[src/rtl/vga_text_ctrl.sv]
// vga_text_ctrl: VGA text-mode timing, incremental cell tracking, font-fetch
// addressing and latency-aligned colour/sync output with blinking underline cursor.
module vga_text_ctrl #(
   parameter int H_ACTIVE     = 640,
   parameter int H_FP         = 16,
   parameter int H_SYNC       = 96,
   parameter int H_BP         = 48,
   parameter int V_ACTIVE     = 480,
   parameter int V_FP         = 10,
   parameter int V_SYNC       = 2,
   parameter int V_BP         = 33,
   parameter int SYNC_POL     = 0,
   parameter int CHAR_W       = 9,
   parameter int CHAR_H       = 16,
   parameter int COLS         = 70,
   parameter int ROWS         = 30,
   parameter int LAT          = 2,
   parameter int BLINK_FRAMES = 30
) (
   input  logic        pclk,
   input  logic        reset,
   output logic [6:0]  char_col,
   output logic [4:0]  char_row,
   output logic [3:0]  glyph_x,
   output logic [3:0]  glyph_y,
   output logic        addr_valid,
   input  logic        glyph_bit,
   input  logic [23:0] fg_color,
   input  logic [23:0] bg_color,
   input  logic        cursor_en,
   input  logic [6:0]  cursor_col,
   input  logic [4:0]  cursor_row,
   output logic        hsync,
   output logic        vsync,
   output logic        valid,
   output logic [7:0]  vga_r,
   output logic [7:0]  vga_g,
   output logic [7:0]  vga_b,
   output logic        frame_start
);
   localparam int H_TOTAL = H_ACTIVE + H_FP + H_SYNC + H_BP;
   localparam int V_TOTAL = V_ACTIVE + V_FP + V_SYNC + V_BP;
   localparam int HW = $clog2(H_TOTAL);
   localparam int VW = $clog2(V_TOTAL);
   localparam int FW = $clog2(BLINK_FRAMES) + 1;
   localparam logic [HW-1:0] H_LAST = HW'(H_TOTAL - 1);
   localparam logic [HW-1:0] H_VIS  = HW'(H_ACTIVE);
   localparam logic [HW-1:0] H_TXT  = HW'(COLS * CHAR_W);
   localparam logic [HW-1:0] HS_ON  = HW'(H_ACTIVE + H_FP);
   localparam logic [HW-1:0] HS_OFF = HW'(H_ACTIVE + H_FP + H_SYNC);
   localparam logic [VW-1:0] V_LAST = VW'(V_TOTAL - 1);
   localparam logic [VW-1:0] V_VIS  = VW'(V_ACTIVE);
   localparam logic [VW-1:0] V_TXT  = VW'(ROWS * CHAR_H);
   localparam logic [VW-1:0] VS_ON  = VW'(V_ACTIVE + V_FP);
   localparam logic [VW-1:0] VS_OFF = VW'(V_ACTIVE + V_FP + V_SYNC);
   localparam logic [3:0]    GX_LAST = 4'(CHAR_W - 1);
   localparam logic [3:0]    GY_LAST = 4'(CHAR_H - 1);
   localparam logic [3:0]    GY_UL   = (CHAR_H >= 2) ? 4'(CHAR_H - 2) : 4'd0;
   localparam logic [FW-1:0] F_LAST  = FW'(BLINK_FRAMES - 1);
   localparam logic          SP      = 1'(SYNC_POL);

   logic [HW-1:0] r_h_cnt;
   logic [VW-1:0] r_v_cnt;
   logic [3:0]    r_gx, r_gy;
   logic [6:0]    r_col;
   logic [4:0]    r_row;
   logic [FW-1:0] r_frm;
   logic          r_blink;
   logic [5:0]    r_dly [LAT];
   logic          w_h_end, w_v_end, w_av, w_vis, w_hit;
   logic [5:0]    w_flags, w_o;
   logic [23:0]   w_rgb;

   assign w_h_end = r_h_cnt == H_LAST;
   assign w_v_end = r_v_cnt == V_LAST;
   assign w_av    = (r_h_cnt < H_TXT) & (r_v_cnt < V_TXT);
   assign w_vis   = (r_h_cnt < H_VIS) & (r_v_cnt < V_VIS);
   assign w_hit   = cursor_en & r_blink & w_av & (r_col == cursor_col) &
                    (r_row == cursor_row) & (r_gy >= GY_UL);
   // Flag order: {frame_start, cursor hit, addr_valid, visible, vsync, hsync}, active-high.
   assign w_flags = {(r_h_cnt == '0) & (r_v_cnt == '0), w_hit, w_av, w_vis,
                     (r_v_cnt >= VS_ON) & (r_v_cnt < VS_OFF),
                     (r_h_cnt >= HS_ON) & (r_h_cnt < HS_OFF)};
   assign w_o     = r_dly[LAT-1];
   assign w_rgb   = !w_o[2] ? 24'h0 : !w_o[3] ? bg_color :
                    (w_o[4] | glyph_bit) ? fg_color : bg_color;

   assign addr_valid = w_av;
   assign char_col   = w_av ? r_col : '0;
   assign char_row   = w_av ? r_row : '0;
   assign glyph_x    = w_av ? r_gx : '0;
   assign glyph_y    = w_av ? r_gy : '0;

   always_ff @(posedge pclk) begin
      if (reset) begin
         r_h_cnt <= '0;
         r_v_cnt <= '0;
         r_gx    <= '0;
         r_col   <= '0;
         r_gy    <= '0;
         r_row   <= '0;
         r_frm   <= '0;
         r_blink <= 1'b0;
      end else begin
         r_h_cnt <= w_h_end ? '0 : r_h_cnt + 1'b1;
         if (w_h_end) begin
            r_gx  <= '0;
            r_col <= '0;
         end else if (r_h_cnt < H_VIS) begin
            r_gx <= (r_gx == GX_LAST) ? '0 : r_gx + 1'b1;
            if (r_gx == GX_LAST) r_col <= r_col + 1'b1;
         end
         if (w_h_end) begin
            r_v_cnt <= w_v_end ? '0 : r_v_cnt + 1'b1;
            if (w_v_end) begin
               r_gy    <= '0;
               r_row   <= '0;
               r_frm   <= (r_frm == F_LAST) ? '0 : r_frm + 1'b1;
               r_blink <= r_blink ^ (r_frm == F_LAST);
            end else if (r_v_cnt < V_VIS) begin
               r_gy <= (r_gy == GY_LAST) ? '0 : r_gy + 1'b1;
               if (r_gy == GY_LAST) r_row <= r_row + 1'b1;
            end
         end
      end
   end

   always_ff @(posedge pclk) begin
      if (reset) begin
         for (int i = 0; i < LAT; i++) r_dly[i] <= '0;
      end else begin
         r_dly[0] <= w_flags;
         for (int i = 1; i < LAT; i++) r_dly[i] <= r_dly[i-1];
      end
   end

   always_ff @(posedge pclk) begin
      if (reset) begin
         hsync                 <= ~SP;
         vsync                 <= ~SP;
         valid                 <= 1'b0;
         frame_start           <= 1'b0;
         {vga_r, vga_g, vga_b} <= '0;
      end else begin
         hsync                 <= w_o[0] ~^ SP;
         vsync                 <= w_o[1] ~^ SP;
         valid                 <= w_o[2];
         frame_start           <= w_o[5];
         {vga_r, vga_g, vga_b} <= w_rgb;
      end
   end
endmodule

[config.mk]
export PLATFORM = sky130hd
export DESIGN_NAME = vga_text_ctrl
export DESIGN_NICKNAME = d
export VERILOG_FILES = /design/src/rtl/vga_text_ctrl.sv
export SDC_FILE = /design/constraint.sdc
export NUM_CORES = 1
export LEC_CHECK = 0
export CORE_AREA = 2 2 122 124
export CTS_BUF_LIST = sky130_fd_sc_hd__clkbuf_16
export DETAILED_ROUTE_END_ITERATION = 10
export DIE_AREA = 0 0 124 126
export GPL_TIMING_DRIVEN = 0
export PLACE_DENSITY = 0.53
export SYNTH_ARGS = -nofsm -noshare
export SYNTH_HDL_FRONTEND = slang
export SYNTH_SLANG_ARGS = --single-unit
[constraint.sdc]
create_clock -name pclk -period 3.8 [get_ports pclk]
set_input_delay 0.57 -clock pclk [delete_from_list [all_inputs] [get_ports pclk]]
set_output_delay 0.57 -clock pclk [all_outputs]
set_load 0.02 [all_outputs]
# [Yosys cells after proc, flatten, opt, wreduce, memory -nomap -nowiden]
# Memory sizes are Yosys's and may differ from the RTL's.
# Index checks and enable logic that the tools add are counted.
[totals] register_bits=75 mem_bits_rw=12 input_bits=64 out_inout_bits=49 wordCells=85 mem_count=1
[op_classes] n_addsub=7 n_lt_le_gt_ge=8 eq_ne=7 mux=20 bitwise=17 n_reduce_logical=10
[memory_table] memory="r_dly" depth=2 word_bits=6 read_ports=2 rd_clocked_by_memory_dff=0 wr=2 line_no="69" source="logic [5:0] r_dly [LAT];"
[ops] operator="24-bit two-way mux" count=2
[ops] operator="10-bit < comparator (second input constant)" count=3
[ops] operator="4-bit two-way mux" count=6
[ops] operator="10-bit by 1-bit adder with 10-bit output (second input constant)" count=2
[ops] operator="10-bit == test (second input constant)" count=2
[ops] operator="10-bit zero test" count=2
[ops] operator="10-bit by 9-bit < comparator with 1-bit output (second input constant)" count=2
[ops] operator="5-bit two-way mux" count=4
[ops] operator="6-bit two-way mux" count=3
[ops] operator="1-bit AND" count=10
[ops] operator="10-bit >= comparator (second input constant)" count=1
[ops] operator="10-bit by 9-bit >= comparator with 1-bit output (second input constant)" count=1
[ops] operator="10-bit two-way mux" count=1
[ops] operator="4-bit by 1-bit adder with 4-bit output (second input constant)" count=2
[ops] operator="4-bit == test (second input constant)" count=2
[ops] operator="7-bit by 1-bit adder with 7-bit output (second input constant)" count=1
[ops] operator="7-bit == test" count=1
[ops] operator="7-bit two-way mux" count=1
[ops] operator="6-bit by 1-bit adder with 6-bit output (second input constant)" count=1
[ops] operator="6-bit by 5-bit == test with 1-bit output (second input constant)" count=1
[ops] operator="2-bit AND reduction" count=3
[ops] operator="5-bit by 1-bit adder with 5-bit output (second input constant)" count=1
[ops] operator="5-bit == test" count=1
[ops] operator="4-bit >= comparator (second input constant)" count=1
[ops] operator="7 further kinds" count=15

# [Depth between registers and ports, before layout]
# Gate-level depths: netlist of the first run.
[depth] ltp_word=7 ltp_mapped=7 depth_no_buf=6

# [Least setup slack after synthesis of the first run]
# No wires, ideal clock.
[synth_path] path_type="register to output" startpoint="register r_h_cnt[2]" endpoint="output char_row[1]" arrival_ns=1.516 t_required_ns=3.230 slack_ns=1.714 stages_incl_launch_ff=7 n_path_buf=2 cell_sequence="dfxtp_1 -> clkbuf_4 -> a21oi_1 -> o21ai_0 -> a21oi_1 -> clkbuf_1 -> and2_1"
[synth_between] elab_chain_cells=3
[synth_lines] element="start, declared" line_no="62" source="logic [HW-1:0] r_h_cnt;"
[synth_lines] element="start signal, assigned" line_no="105" source="r_h_cnt <= w_h_end ? '0 : r_h_cnt + 1'b1;"
[synth_lines] element="10-bit < comparator" line_no="76" source="assign w_av = (r_h_cnt < H_TXT) & (r_v_cnt < V_TXT);"
[synth_lines] element="1-bit AND" line_no="76"
[synth_lines] element="via addr_valid" line_no="26" source="output logic addr_valid,"
[synth_lines] element="5-bit two-way mux" line_no="90" source="assign char_row = w_av ? r_row : '0;"
[synth_lines] element="end, declared" line_no="23" source="output logic [4:0] char_row,"
# The timed path passes the listed nets, and every way through them passes these cells.

# [Final worst setup path of the first run]
[layout_path] startpoint="register r_h_cnt[2]" endpoint="output char_col[2]"
[layout_between] elab_chain_cells=3
[layout_lines] element="10-bit < comparator" line_no="76"
[layout_lines] element="1-bit AND" line_no="76"
[layout_lines] element="7-bit two-way mux" line_no="89" source="assign char_col = w_av ? r_col : '0;"
[layout_lines] element="end, declared" line_no="22" source="output logic [6:0] char_col,"
# Every way passes these cells.

==> impl_metrics.ini, run 1 <==
[sta]
finalCriticalPeriod_ns = 3.28
worstMarginPinSlew_ns = 0.671
drv_slew = 0
relSlewSlack_pct = 54.9
max_freq_mhz = 305
fin_skew_ns = 0.00679
fin_crit_sh_pct = 86.3
finalSetupViolations = 0
rsz0062_at_grt = false
hold_viol_final = 0
setup_tns_ns = 0

[power]
swShare_pct = 23.3
vdd_drop_max_v = 0.000174
switchingPower_w = 0.000447
p_int_w = 0.00147
power_density_nw_per_um2 = 338
seqPwrFrac_pct = 49.1
power_frac_comb_pct = 9.3
leakagePower_nw = 2.11
p_clk_share_pct = 41.7

[clock_network]
cts-root-buf = clkbuf_16
clock_path_buffers = 2
htreeDepth = 3
cts_tree = built
clk_latency_ns = 0.35
clk_pin_slew_worst_paths_ns = 0.06
cts.sinks = 87
cts_made_buffers = 9
ctsHoldBuffers = 0
cts_resized = 0
postCtsSetupBuffers = 0

[worst_setup_path]
r2r-end = r_blink
worstRegToRegCells = 6
start_kind = register
crit_family = buffers and inverters
crit_top_cell = a21oi_1
crit_start = r_h_cnt[2]
r2r_start = r_h_cnt[1]
arrival_ns = 2.71
slowest_stage = clkdlybuf4s50_1
path_buf_inv = 3
crit_path_end = char_col[2]
r2r_slack_ns = 1.58
endpoint_kind = output port
crit_chain = clkbuf_4 > a21oi_1 > o21ai_0 > a21oi_1 > clkbuf_1 > and2_1 > clkdlybuf4s50_1
crit_required_ns = 3.23
slowest_delay_ns = 0.60
cp_max_fo = 10
crit_cells = 7
path_class = register to output port

[finish]
drive_gt1_share_pct = 5.26
nNetsFinal = 680
final_common_cell = clkdlybuf4s50_1
n_antenna_cell = 0
layout_common_cells = 112 x clkdlybuf4s50_1, 87 x dfxtp_1, 77 x nand2_1
design_area_sq_um = 5680
syn2layout_area_growth_pct = 39.8

[place]
port_buffers = 112
place_area_sq_um = 5410
dp_hpwl_um = 8340
place_congestion = 0.765

[outcome]
outcome = completed

[route]
wire_per_inst_um = 14.3
via_per_inst = 4.75
dr.pass1.iters = 4
remaining_drc_errors = 0
ant_nets = 0
vias = 3765
first_iter_violations = 153
totalWireLength_um = 11300

[grt]
grt_pass1_wl_um = 17600
grt_pass1_vias = 3464
grt_max_degree = 15
antenna_found_initial = 0
grt_util_all_layers_pct = 14.5
overflow = 0

[die]
die_area_sq_um = 15600
rows = 44
pin_count = 113
design.core.area_sq_um = 14300
initial_core_util_pct = 28.4
fp.dieW_um = 124
die_h_um = 126

[synthesis]
syn_nets = 557
synth_edf_count = 0
ys_seq_elements = 87
yosysUniqueCellTypes = 56
syn-instance-count = 480
synth.avg_cell_area_sq_um = 8.46
synthArstFlopShare_pct = 0
synth_flop_cell = dfxtp_1
yosysSeqAreaShare_pct = 42.9
syn-cell-area_sq_um = 4060
synth_warnings = 0

[job]
maxCapViolCount = 0

[hold_path]
worstHoldPathType = register to register
min_path_cells = 1
## synthesized netlist by cell type (3+ instances only)
| master | n | area [sq um] |
|---|---|---|
| nand3_1 | 17 | 85.1 |
| or3_1 | 4 | 25.0 |
| and3_1 | 4 | 25.0 |
| clkbuf_1 | 16 | 60.1 |
| nand2_1 | 77 | 289 |
| inv_1 | 14 | 52.6 |
| a31oi_1 | 6 | 37.5 |
| dfxtp_1 | 87 | 1740 |
| xnor2_1 | 11 | 96.3 |
| a311oi_1 | 3 | 26.3 |
| buf_6 | 4 | 45.0 |
| nor4_1 | 7 | 43.8 |
| nor2b_1 | 8 | 50.1 |
| ha_1 | 13 | 163 |
| or4_1 | 6 | 45.0 |
| nor3_1 | 6 | 30.0 |
| nand4_1 | 17 | 106 |
| and2_1 | 23 | 144 |
| o21ai_0 | 11 | 55.1 |
| a21oi_1 | 42 | 210 |
| nor2_1 | 37 | 139 |
| and4_1 | 3 | 26.3 |
| xor2_1 | 22 | 193 |
## through the flow
step           util, %  total power [W]  worst slack (ns)  hold slack [ns]  cells
3_3_place_gp      37.8          0.00114             0.823            0.355    776
5_1_grt           39.7          0.00200             0.292            0.371    792
2_1_floorplan        -          0.00103              1.71            0.352    480
6_report          39.7          0.00192             0.521            0.366    792
3_5_place_dp      37.8          0.00114             0.830            0.358    776
4_1_cts           39.7          0.00195             0.420            0.369    792
## registers in the layout, summed over array words and instances, names as in the netlist
| name | flops |
|---|---|
| vga_g | 8 |
| vga_r | 8 |
| r_col | 7 |
| vsync | 1 |
| r_v_cnt | 10 |
| vga_b | 8 |
| r_row | 5 |
| r_h_cnt | 10 |
| r_blink | 1 |
| hsync | 1 |
| valid | 1 |
| r_gx | 4 |
| r_gy | 4 |
| frame_start | 1 |
| r_dly | 12 |
| r_frm | 6 |
## area by class of cell
cell class	instances	area, sq um
multi-input combinational	351	2110
timing repair buffer	112	1120
fill	1478	8640
tap	184	230
clock inverter	7	40.0
buffer	27	155
sequential	87	1740
clock buffer	9	225
inverter	15	56.3
## layer usage
metal  GRT usage [%]  up-vias  wire, um
li1                -     1903         -
met3            5.48        9      1000
met1            17.5     1723      5100
met4            3.64        0       125
met2            24.1      130      5090
met5               0        -         0
## cells by family after synthesis
| kind of cell | synth area share, % |
|---|---|
| AND/OR/NAND/NOR | 28.4 |
| flip-flops | 42.9 |
| AO/OA/AOI/OAI | 12.4 |
| buffers and inverters | 5.21 |
| XOR/XNOR | 7.12 |
| adder cells (fa/ha/maj) | 4.01 |
## power groups by stage
stage	logic, W	clock network (W)	registers [W]
detailed placement	0.000179	0	0.000961
CTS	0.000180	0.000830	0.000940
finish	0.000178	0.000799	0.000940
floorplan	0.0000612	0	0.000969
global placement	0.000178	0	0.000960
global route	0.000194	0.000867	0.000942
## worst min-delay path by stage
| stage | startpoint | end | slack [ns] |
|---|---|---|---|
| global route | r_dly[0][6] | hsync | 0.37 |
| finish | r_dly[0][6] | hsync | 0.37 |
| floorplan | r_dly[0][6] | hsync | 0.35 |
| global placement | r_dly[0][6] | hsync | 0.35 |
| detailed placement | r_dly[0][6] | hsync | 0.36 |
| CTS | r_dly[0][6] | hsync | 0.37 |
No activity file was read; power rests on OpenSTA's default activity.
==> run 2, diff against run 1 <==
--- a/config.mk
+++ b/config.mk
@@ -9,7 +9,6 @@
 export CTS_BUF_LIST = sky130_fd_sc_hd__clkbuf_16
 export DETAILED_ROUTE_END_ITERATION = 10
 export DIE_AREA = 0 0 124 126
-export GPL_TIMING_DRIVEN = 0
 export PLACE_DENSITY = 0.53
 export SYNTH_ARGS = -nofsm -noshare
 export SYNTH_HDL_FRONTEND = slang
==> run 2 against run 1 <==
  * First-iteration DRC count is 11% lower
  * Final area shrank 1.7%
  * Sequential share of layout area is 0.52 points higher
  * Cell count shrank 2.7%
  * Register-to-register slack worse by 0.31 ns
  * Clock skew grew 0.0015 ns
  * Worst hold slack improved by 0.011 ns
  * Non-clock buffer count down 21
  * Worst setup slack better by 0.46 ns
==> impl_metrics.ini, run 2 (synthesized netlist as in run 1, its figures left out) <==
[sta]
fin_crit_sh_pct = 74.1
hold_viol_final = 0
worstMarginPinSlew_ns = 0.907
fin_skew_ns = 0.00830
relSlewSlack_pct = 39.2
finalCriticalPeriod_ns = 2.82
drv_slew = 0
setup_tns_ns = 0
finalSetupViolations = 0
rsz0062_at_grt = false
max_freq_mhz = 355
hold_slack_ns = 0.378

[clock_network]
clk_latency_ns = 0.35
ctsHoldBuffers = 0
postCtsSetupBuffers = 0
cts_made_buffers = 9
cts-root-buf = clkbuf_16
cts_resized = 0
clock_path_buffers = 2
htreeDepth = 3
cts.sinks = 87
clk_pin_slew_worst_paths_ns = 0.07
cts_tree = built

[place]
port_buffers = 112
dp_hpwl_um = 7670
place_area_sq_um = 5310
place_congestion = 0.758

[power]
p_clk_share_pct = 42.3
p_int_w = 0.00148
power_frac_comb_pct = 9.1
power_w = 0.00193
switchingPower_w = 0.000458
swShare_pct = 23.7
seqPwrFrac_pct = 48.7
vdd_drop_max_v = 0.000217
leakagePower_nw = 2.07
power_density_nw_per_um2 = 346

[die]
design.core.area_sq_um = 14300
initial_core_util_pct = 28.4
pin_count = 113
die_h_um = 126
die_area_sq_um = 15600
rows = 44
fp.dieW_um = 124

[worst_setup_path]
path_class = register to output port
r2r_slack_ns = 1.27
start_kind = register
endpoint_kind = output port
arrival_ns = 2.25
worstRegToRegCells = 5
cp_max_fo = 23
crit_required_ns = 3.23

[hold_path]
min_path_cells = 1
worstHoldPathType = register to register

[grt]
grt_max_degree = 33
grt_pass1_vias = 3643
grt_pass1_wl_um = 17300
antenna_found_initial = 0
grt_util_all_layers_pct = 14.1
grt-busiest-layer = met2
grt_use_met3_pct = 5.75
gr-usage-met2_pct = 23.1
overflow = 0
met1_usage_pct = 17.0

[finish]
syn2layout_area_growth_pct = 37.5
top_register = r_dly
layout_common_cells = 112 x clkdlybuf4s50_1, 87 x dfxtp_1, 77 x nand2_1
fillers = 1442
n_antenna_cell = 0
multi_input_area_sq_um = 2110
design_area_sq_um = 5580
nNetsFinal = 659
largest_register_ffs = 12
final-seq-area_sq_um = 1740
reg_top3 = r_dly: 12 flops, r_h_cnt: 10 flops, r_v_cnt: 10 flops
drive_gt1_share_pct = 5.45
fin_util_pct = 39.0
final_common_cell = clkdlybuf4s50_1

[route]
dr.pass1.iters = 4
via_per_inst = 4.77
remaining_drc_errors = 0
vias = 3678
wire_per_inst_um = 14.0
first_iter_violations = 136
ant_nets = 0
totalWireLength_um = 10800

[job]
maxCapViolCount = 0

[outcome]
outcome = completed
==> run 2: changes by cell type in the layout (fill, tap and decap cells not counted), sizes merged <==
cell	previous run	this run
clkbuf	28	9
clkinvlp	1	2
buf	8	6
clkinv	5	4
==> run 2: path summary, 6_finish.rpt <==
kind          startpoint          to
min          r_dly[0][7]       vsync
max           r_v_cnt[7]  glyph_y[0]
max reg2reg   r_h_cnt[1]    r_row[4]
min reg2reg  r_dly[0][7]       vsync
==> run 2: final cells by class <==
cell class	instances	area share [%]
Clock buffer	9	4.04
Clock inverter	7	0.897
Inverter	15	1.01
Multi-Input combinational cell	351	37.8
Sequential cell	87	31.2
Tap cell	184	4.13
Timing Repair Buffer	118	20.9
==> run 2: worst max-delay path: stages (launching register included) <==
cell and delay [ns]:
dfxtp_1 0.39, a41o_1 0.31, a21oi_1 0.12, buf_4 0.25
and2_1 0.19, clkdlybuf4s50_1 0.63
==> run 2: metrics by stage <==
stage                     std cells  setup slack, ns
after detailed placement        755             1.28
after global placement          755             1.36
after CTS                       771            0.962
after global routing            771            0.835
final                           771            0.985
after floorplan                 480             1.71
==> run 2: metal layers <==
layer	part of all wire, %	up-vias
li1	-	1867
met1	45	1681
met2	45	124
met3	9.4	6
met4	0.90	0
met5	0	-
==> run 2: power by group through the flow <==
stage               Clock, W  Sequential (W)  Combinational (W)
finish              0.000817        0.000941           0.000175
global route        0.000892        0.000943           0.000190
CTS                 0.000854        0.000941           0.000178
detailed placement         0        0.000962           0.000176
global placement           0        0.000961           0.000175
floorplan                  0        0.000969          0.0000612
